File: config.mk
export PLATFORM = sky130hd
export DESIGN_NAME = pe_psum_tx
export DESIGN_NICKNAME = d
export VERILOG_FILES = /design/src/rtl/pe_psum_tx.sv
export SDC_FILE = /design/constraint.sdc
export NUM_CORES = 2
export LEC_CHECK = 0
export BUFFER_PORTS_ARGS = -buffer_cell sky130_fd_sc_hd__buf_2
export CAP_MARGIN = 10
export CORE_MARGIN = 4
export CORE_UTILIZATION = 30
export DETAILED_ROUTE_END_ITERATION = 7
export MAX_ROUTING_LAYER = met4
export PLACE_DENSITY = 0.55
export SYNTH_ARGS = -nofsm -noshare
export SYNTH_HDL_FRONTEND = slang
export SYNTH_SLANG_ARGS = --single-unit
export TNS_END_PERCENT = 10
File: constraint.sdc
create_clock -name clk -period 11.95 [get_ports clk]
set_clock_uncertainty 0.05 [all_clocks]
set_input_delay 2.39 -clock clk [delete_from_list [all_inputs] [get_ports clk]]
set_output_delay 2.39 -clock clk [all_outputs]
set_load 0.02 [all_outputs]
File: src/rtl/pe_psum_tx.sv
// pe_psum_tx: multiply-accumulates K kernel rows over K columns and IN_CH
// channels, one channel per accepted beat, and emits the K row sums on PE
// together with a single-cycle in_valid pulse.
//
// Handshake: a beat moves when data_valid && data_ready are both high at a
// rising clk edge. data_ready depends only on state and rst, never on
// data_valid. Upstream must hold the beat until it is taken. in_valid has no
// backpressure and is never held or repeated.
module pe_psum_tx #(
    parameter  int IFM_BIT = 8,
    parameter  int W_BIT   = 8,
    parameter  int K       = 3,
    parameter  int IN_CH   = 512,
    localparam int BIT_PE  = IFM_BIT + W_BIT + $clog2(K * IN_CH)
) (
    input  logic                      clk,
    input  logic                      rst,
    input  logic                      data_valid,
    output logic                      data_ready,
    input  logic [K*K*IFM_BIT-1:0]    ifm,
    input  logic [K*K*W_BIT-1:0]      weight,
    output logic                      in_valid,
    output logic [K*BIT_PE-1:0]       PE,
    output logic [1:0]                state_dbg
);

    localparam int CW = (IN_CH > 1) ? $clog2(IN_CH) : 1;
    localparam int PW = IFM_BIT + W_BIT;
    localparam logic [CW-1:0] LAST_CNT = CW'(IN_CH - 1);

    typedef enum logic [1:0] {
        IDLE = 2'd0,
        ACC  = 2'd1,
        SEND = 2'd2
    } state_t;

    state_t                    state_q, state_d;
    logic [CW-1:0]             cnt_q;
    logic signed [BIT_PE-1:0]  acc_q [K];
    logic signed [BIT_PE-1:0]  acc_d [K];
    logic                      accept;
    logic                      last_beat;

    assign data_ready = !rst && (state_q != SEND);
    assign accept     = data_valid && data_ready;
    assign last_beat  = accept && (cnt_q == LAST_CNT);
    assign state_dbg  = state_q;

    // Per-lane beat term; the first beat of a packet loads instead of adding.
    always_comb begin
        logic signed [PW-1:0]     a_ext;
        logic signed [PW-1:0]     w_ext;
        logic signed [PW-1:0]     prod;
        logic signed [BIT_PE-1:0] term;
        a_ext = '0;
        w_ext = '0;
        prod  = '0;
        term  = '0;
        for (int r = 0; r < K; r++) begin
            term = '0;
            for (int c = 0; c < K; c++) begin
                a_ext = PW'($signed(ifm[(r*K+c)*IFM_BIT +: IFM_BIT]));
                w_ext = PW'($signed(weight[(r*K+c)*W_BIT +: W_BIT]));
                prod  = a_ext * w_ext;
                term  = term + BIT_PE'(prod);
            end
            acc_d[r] = (cnt_q == '0) ? term : acc_q[r] + term;
        end
    end

    // Next-state logic: SEND lasts exactly one cycle.
    always_comb begin
        state_d = state_q;
        case (state_q)
            IDLE: if (accept) state_d = last_beat ? SEND : ACC;
            ACC:  if (last_beat) state_d = SEND;
            SEND: state_d = IDLE;
            default: state_d = IDLE;
        endcase
    end

    // State register.
    always_ff @(posedge clk) begin
        if (rst) state_q <= IDLE;
        else     state_q <= state_d;
    end

    // Channel counter: wraps to 0 on the last beat of a packet.
    always_ff @(posedge clk) begin
        if (rst)         cnt_q <= '0;
        else if (accept) cnt_q <= last_beat ? '0 : cnt_q + 1'b1;
    end

    // Row accumulators; they hold across idle gaps.
    always_ff @(posedge clk) begin
        if (rst) begin
            for (int r = 0; r < K; r++) acc_q[r] <= '0;
        end else if (accept) begin
            for (int r = 0; r < K; r++) acc_q[r] <= acc_d[r];
        end
    end

    // Result register: loaded with final sums on the last beat, zero otherwise.
    always_ff @(posedge clk) begin
        if (rst) begin
            in_valid <= 1'b0;
            PE       <= '0;
        end else begin
            in_valid <= last_beat;
            for (int r = 0; r < K; r++)
                PE[r*BIT_PE +: BIT_PE] <= last_beat ? acc_d[r] : '0;
        end
    end

endmodule

Word-level counts from Yosys, hierarchy flattened
Memory sizes are Yosys's and may differ from the RTL's.
Index checks and enable logic that the tools add are counted.
{"block": "op_classes", "add_sub_neg": 10, "n_mul": 9, "eq_ne": 5, "n_mux": 16, "bitwise_logic": 4, "reduce_logical": 8}
{"operator": "27-bit two-way mux", "n": 6}
{"operator": "8-bit by 8-bit multiplier with 16-bit output", "n": 9}
{"operator": "27-bit by 18-bit adder with 27-bit output", "n": 3}
{"operator": "17-bit by 16-bit adder with 18-bit output", "n": 3}
{"operator": "16-bit by 16-bit adder with 17-bit output", "n": 3}
{"operator": "9-bit by 1-bit adder with 9-bit output, second input constant", "n": 1}
{"operator": "9-bit == test, second input constant", "n": 1}
{"operator": "9-bit zero test", "n": 1}
{"operator": "9-bit two-way mux", "n": 1}
{"operator": "2-bit two-way mux", "n": 3}
{"operator": "2-bit != test, second input constant", "n": 3}
{"operator": "1-bit two-way mux", "n": 5}
{"operator": "2-bit one-hot mux with 2 select lines", "n": 1}
{"operator": "1-bit logical AND", "n": 3}
{"operator": "1-bit bitwise OR", "n": 3}
{"operator": "2-bit by 1-bit == test with 1-bit output, second input constant", "n": 1}
{"operator": "2-bit zero test", "n": 1}
{"operator": "2-bit AND reduction", "n": 1}
{"operator": "2-bit OR reduction", "n": 1}
{"operator": "1-bit zero test", "n": 1}
{"operator": "1-bit NOT", "n": 1}
{"block": "totals", "register_bits": 93, "mem_bits_rw": 81, "input_bits": 147, "output_inout_bits": 85, "wordCells": 57, "memories": 1}
{"memory": "acc_q", "words": 3, "word_bits": 27, "read_ports": 3, "rd_ports_with_merged_regs": 0, "wr": 3, "line": "39", "text": "logic signed [BIT_PE-1:0] acc_q [K];"}

Logic depth before layout (Yosys ltp)
{"block": "logic_depth", "depth_word": 7, "mapped_depth": 33}

Worst setup path after synthesis
OpenSTA, ideal clock, no wires.
{"block": "synth_path", "path_kind": "in2reg", "from": "in weight[66]", "to": "mem acc_q[0][80] (netlist bit), data pin", "setup_ns": 0.147, "t_arrival_ns": 10.178, "required_time_ns": 11.753, "slack_ns": 1.575, "stages": 29, "path_cell_list": "clkbuf_1 -> nand2_1 -> inv_1 -> fa_1 -> inv_1 -> fa_1 -> inv_1 -> fa_1 -> fa_1 -> fa_1 -> fa_1 -> inv_1 -> fa_1 -> inv_1 -> ha_1 -> a21o_1 -> a21o_1 -> a2111oi_0 -> o31ai_1 -> xnor2_1 -> ha_1 -> a21o_1 -> a21o_1 -> a21o_1 -> nor3_1 -> a21oi_2 -> mux2i_1 -> or4_4 -> a21oi_1"}
{"item": "from (decl)", "line": "21", "text": "input logic [K*K*W_BIT-1:0] weight,"}
{"item": "to (decl)", "line": "39"}

==> flow_summary_export.csv <==
group,metric,value,unit
status,status,"complete, no violations",
critical_path,worstPathRequired,12.10,ns
hold_path,hold_path.class,"reg -> reg",
clock_network,cts.sinks,174,
sta,post-route-period-util,88.7,%
global_routing,antenna_found_initial,5,
sta,setup_viol,0,
layout,layout_commonest_cell,"inv_1",
sta,hold_viol,0,
sta,setup_tns,0,ns
clock_network,clk_pin_slew_worst_paths,0.08,ns
global_routing,grt-ovfl-total,0,
sta,relSlewSlack,25.0,%
synth,ys.flop_type,"dfxtp_1",
critical_path,cp_slowest_stage_delay,0.67,ns
layout,drive_above_1_share,7.93,%
floorplan,boundaryPins,232,
critical_path,arrival,10.75,ns
placed_design,place_congestion,0.903,
floorplan,die_y,346,um
layout,area_growth,10.4,%
placed_design,port_buffers,231,
clock_network,clk_path_buf_depth,2,
clock_network,clock_latency,0.49,ns
sta,holdWs,0.452,ns
synth,ys_ff_latch,174,
critical_path,critPathMostFrequentCell,"fa_1",
critical_path,end_kind,"register",
global_routing,grt_max_degree,49,
synth,ys_warn_count,0,
synth,netlist_area,34400,um2
detailed_routing,initialDrtViolationCount,1497,
critical_path,cp-start-kind,"primary input",
sta,worst_pin_slew,1.12,ns
sta,fmax,94.4,MHz
detailed_routing,wire_per_inst,17.5,um
sta,drv_slew,0,
clock_network,root_buffer,"clkbuf_16",
placed_design,dp_hpwl,80800,um
global_routing,grt_pass1_wl,150000,um
synth,avgSynthCellArea,9.54,um2
synth,synth.distinct_cells,71,
clock_network,cts_buffers,17,
detailed_routing,num_vias,24362,
floorplan,rows,123,
layout,layout_common_cells,"inv_1 (812), fa_1 (705), and2_1 (322)",
floorplan,die-area,120000,um2
sta,rsz0062_at_grt,"no",
clock_network,hold_buffers,0,
synth,seq_area_frac_synth,12.5,%
sta,finalWorstPathRequiredPeriod,10.60,ns
critical_path,worstSetupPathType,"in -> reg",
clock_network,htreeDepth,4,
clock_network,post_cts_buffers,0,
run,cap_viol_max_count,0,
layout,fin_nets,4978,
global_routing,grtUsageTotal,16.4,%
critical_path,cp_slowest_cell,"fa_1",
clock_network,tritoncts,"done",
global_routing,grt_pass1_vias,26142,
detailed_routing,finalWirelength,93500,um
floorplan,start_util,30.4,%
synth,synthArstFlopShare,0,%
detailed_routing,vias_per_cell,4.57,
critical_path,critPathMaxFanout,8,
synth,syn_inst,3602,
detailed_routing,drt_pass1_iterations,5,
detailed_routing,drc,0,
detailed_routing,final_antenna_net_count,0,
clock_network,cts-resized-gates,0,
floorplan,coreArea,113000,um2
synth,syn_nets,4760,
floorplan,die_x,346,um
synth,synth-edff-count,81,
-- metal layers --
metal | part of all wire [%] | GRT usage, % | up-vias
li1 | - | - | 11552
met1 | 47 | 22.7 | 12340
met2 | 48 | 26.0 | 414
met3 | 3.9 | 2.08 | 56
met4 | 1.3 | 2.98 | 0
met5 | 0 | - | -
-- worst max-delay path: cells and delay by family --
family	cells	cell delay, ns
AOI/OAI and AO/OA	8	1.99
xor gates and xnor gates	2	0.51
adders and majority gates	9	4.26
buffers and inverters	7	0.60
and+or+nand+nor	4	0.99
-- cell families after synthesis --
family | Yosys count | synth area share (%)
mux | 15 | 0.444
compound gates | 413 | 7.78
xor+xnor | 138 | 3.54
fa+ha+maj | 1011 | 52.2
flops | 174 | 12.5
buf+inv | 861 | 9.43
simple gates | 990 | 14.1
-- per-stage QoR --
step	area, um2	worst slack [ns]	utilization (%)	instances
after detailed placement	37300	0.850	33.0	5301
final	37900	1.35	33.5	5334
after CTS	37900	1.36	33.5	5333
after global placement	37300	0.911	33.0	5301
after global routing	37900	0.877	33.5	5334
after floorplan	34400	1.58	-	3602
-- cell type report --
type                    instances  area, um2
diodes                          1       2.50
clock buffers                  18        429
clock inverters                14        160
fillers                     11731      75200
inverters                     815       3060
multi-input cells            2567      26900
flip-flops and latches        174       4290
well taps                    1500       1880
repair buffers                245       1260
-- Yosys cell counts, types with 26 or more instances --
cell type | n | area, um2
a211oi_1 | 26 | 195
a21o_1 | 55 | 413
a21oi_1 | 103 | 515
and2_1 | 324 | 2030
clkbuf_1 | 39 | 146
dfxtp_1 | 93 | 1860
edfxtp_1 | 81 | 2430
fa_1 | 705 | 14100
ha_1 | 306 | 3830
inv_1 | 812 | 3050
nand2_1 | 323 | 1210
nor2_1 | 202 | 758
nor3_1 | 35 | 175
o21ai_0 | 94 | 470
xnor2_1 | 99 | 867
xor2_1 | 38 | 333
-- sequential cells by signal, indices dropped and copies added (netlist names) --
| name | count |
|---|---|
| in_valid | 1 |
| state_dbg | 2 |
| cnt_q | 9 |
| acc_q | 81 |
| PE | 81 |
-- worst paths after layout --
path              slack [ns]    startpoint  depth (start not counted)           end
setup / recovery        1.35    weight[41]                         30  acc_q[0][51]
hold / removal          0.45  state_dbg[1]                          1  state_dbg[0]
setup reg to reg        8.28  acc_q[0][27]                         10  acc_q[0][47]
hold reg to reg         0.45  state_dbg[1]                          1  state_dbg[0]
Power is left out: the tool's default activity adds up to more than one toggle a clock period on the data nets, which glitch-free logic cannot reach.
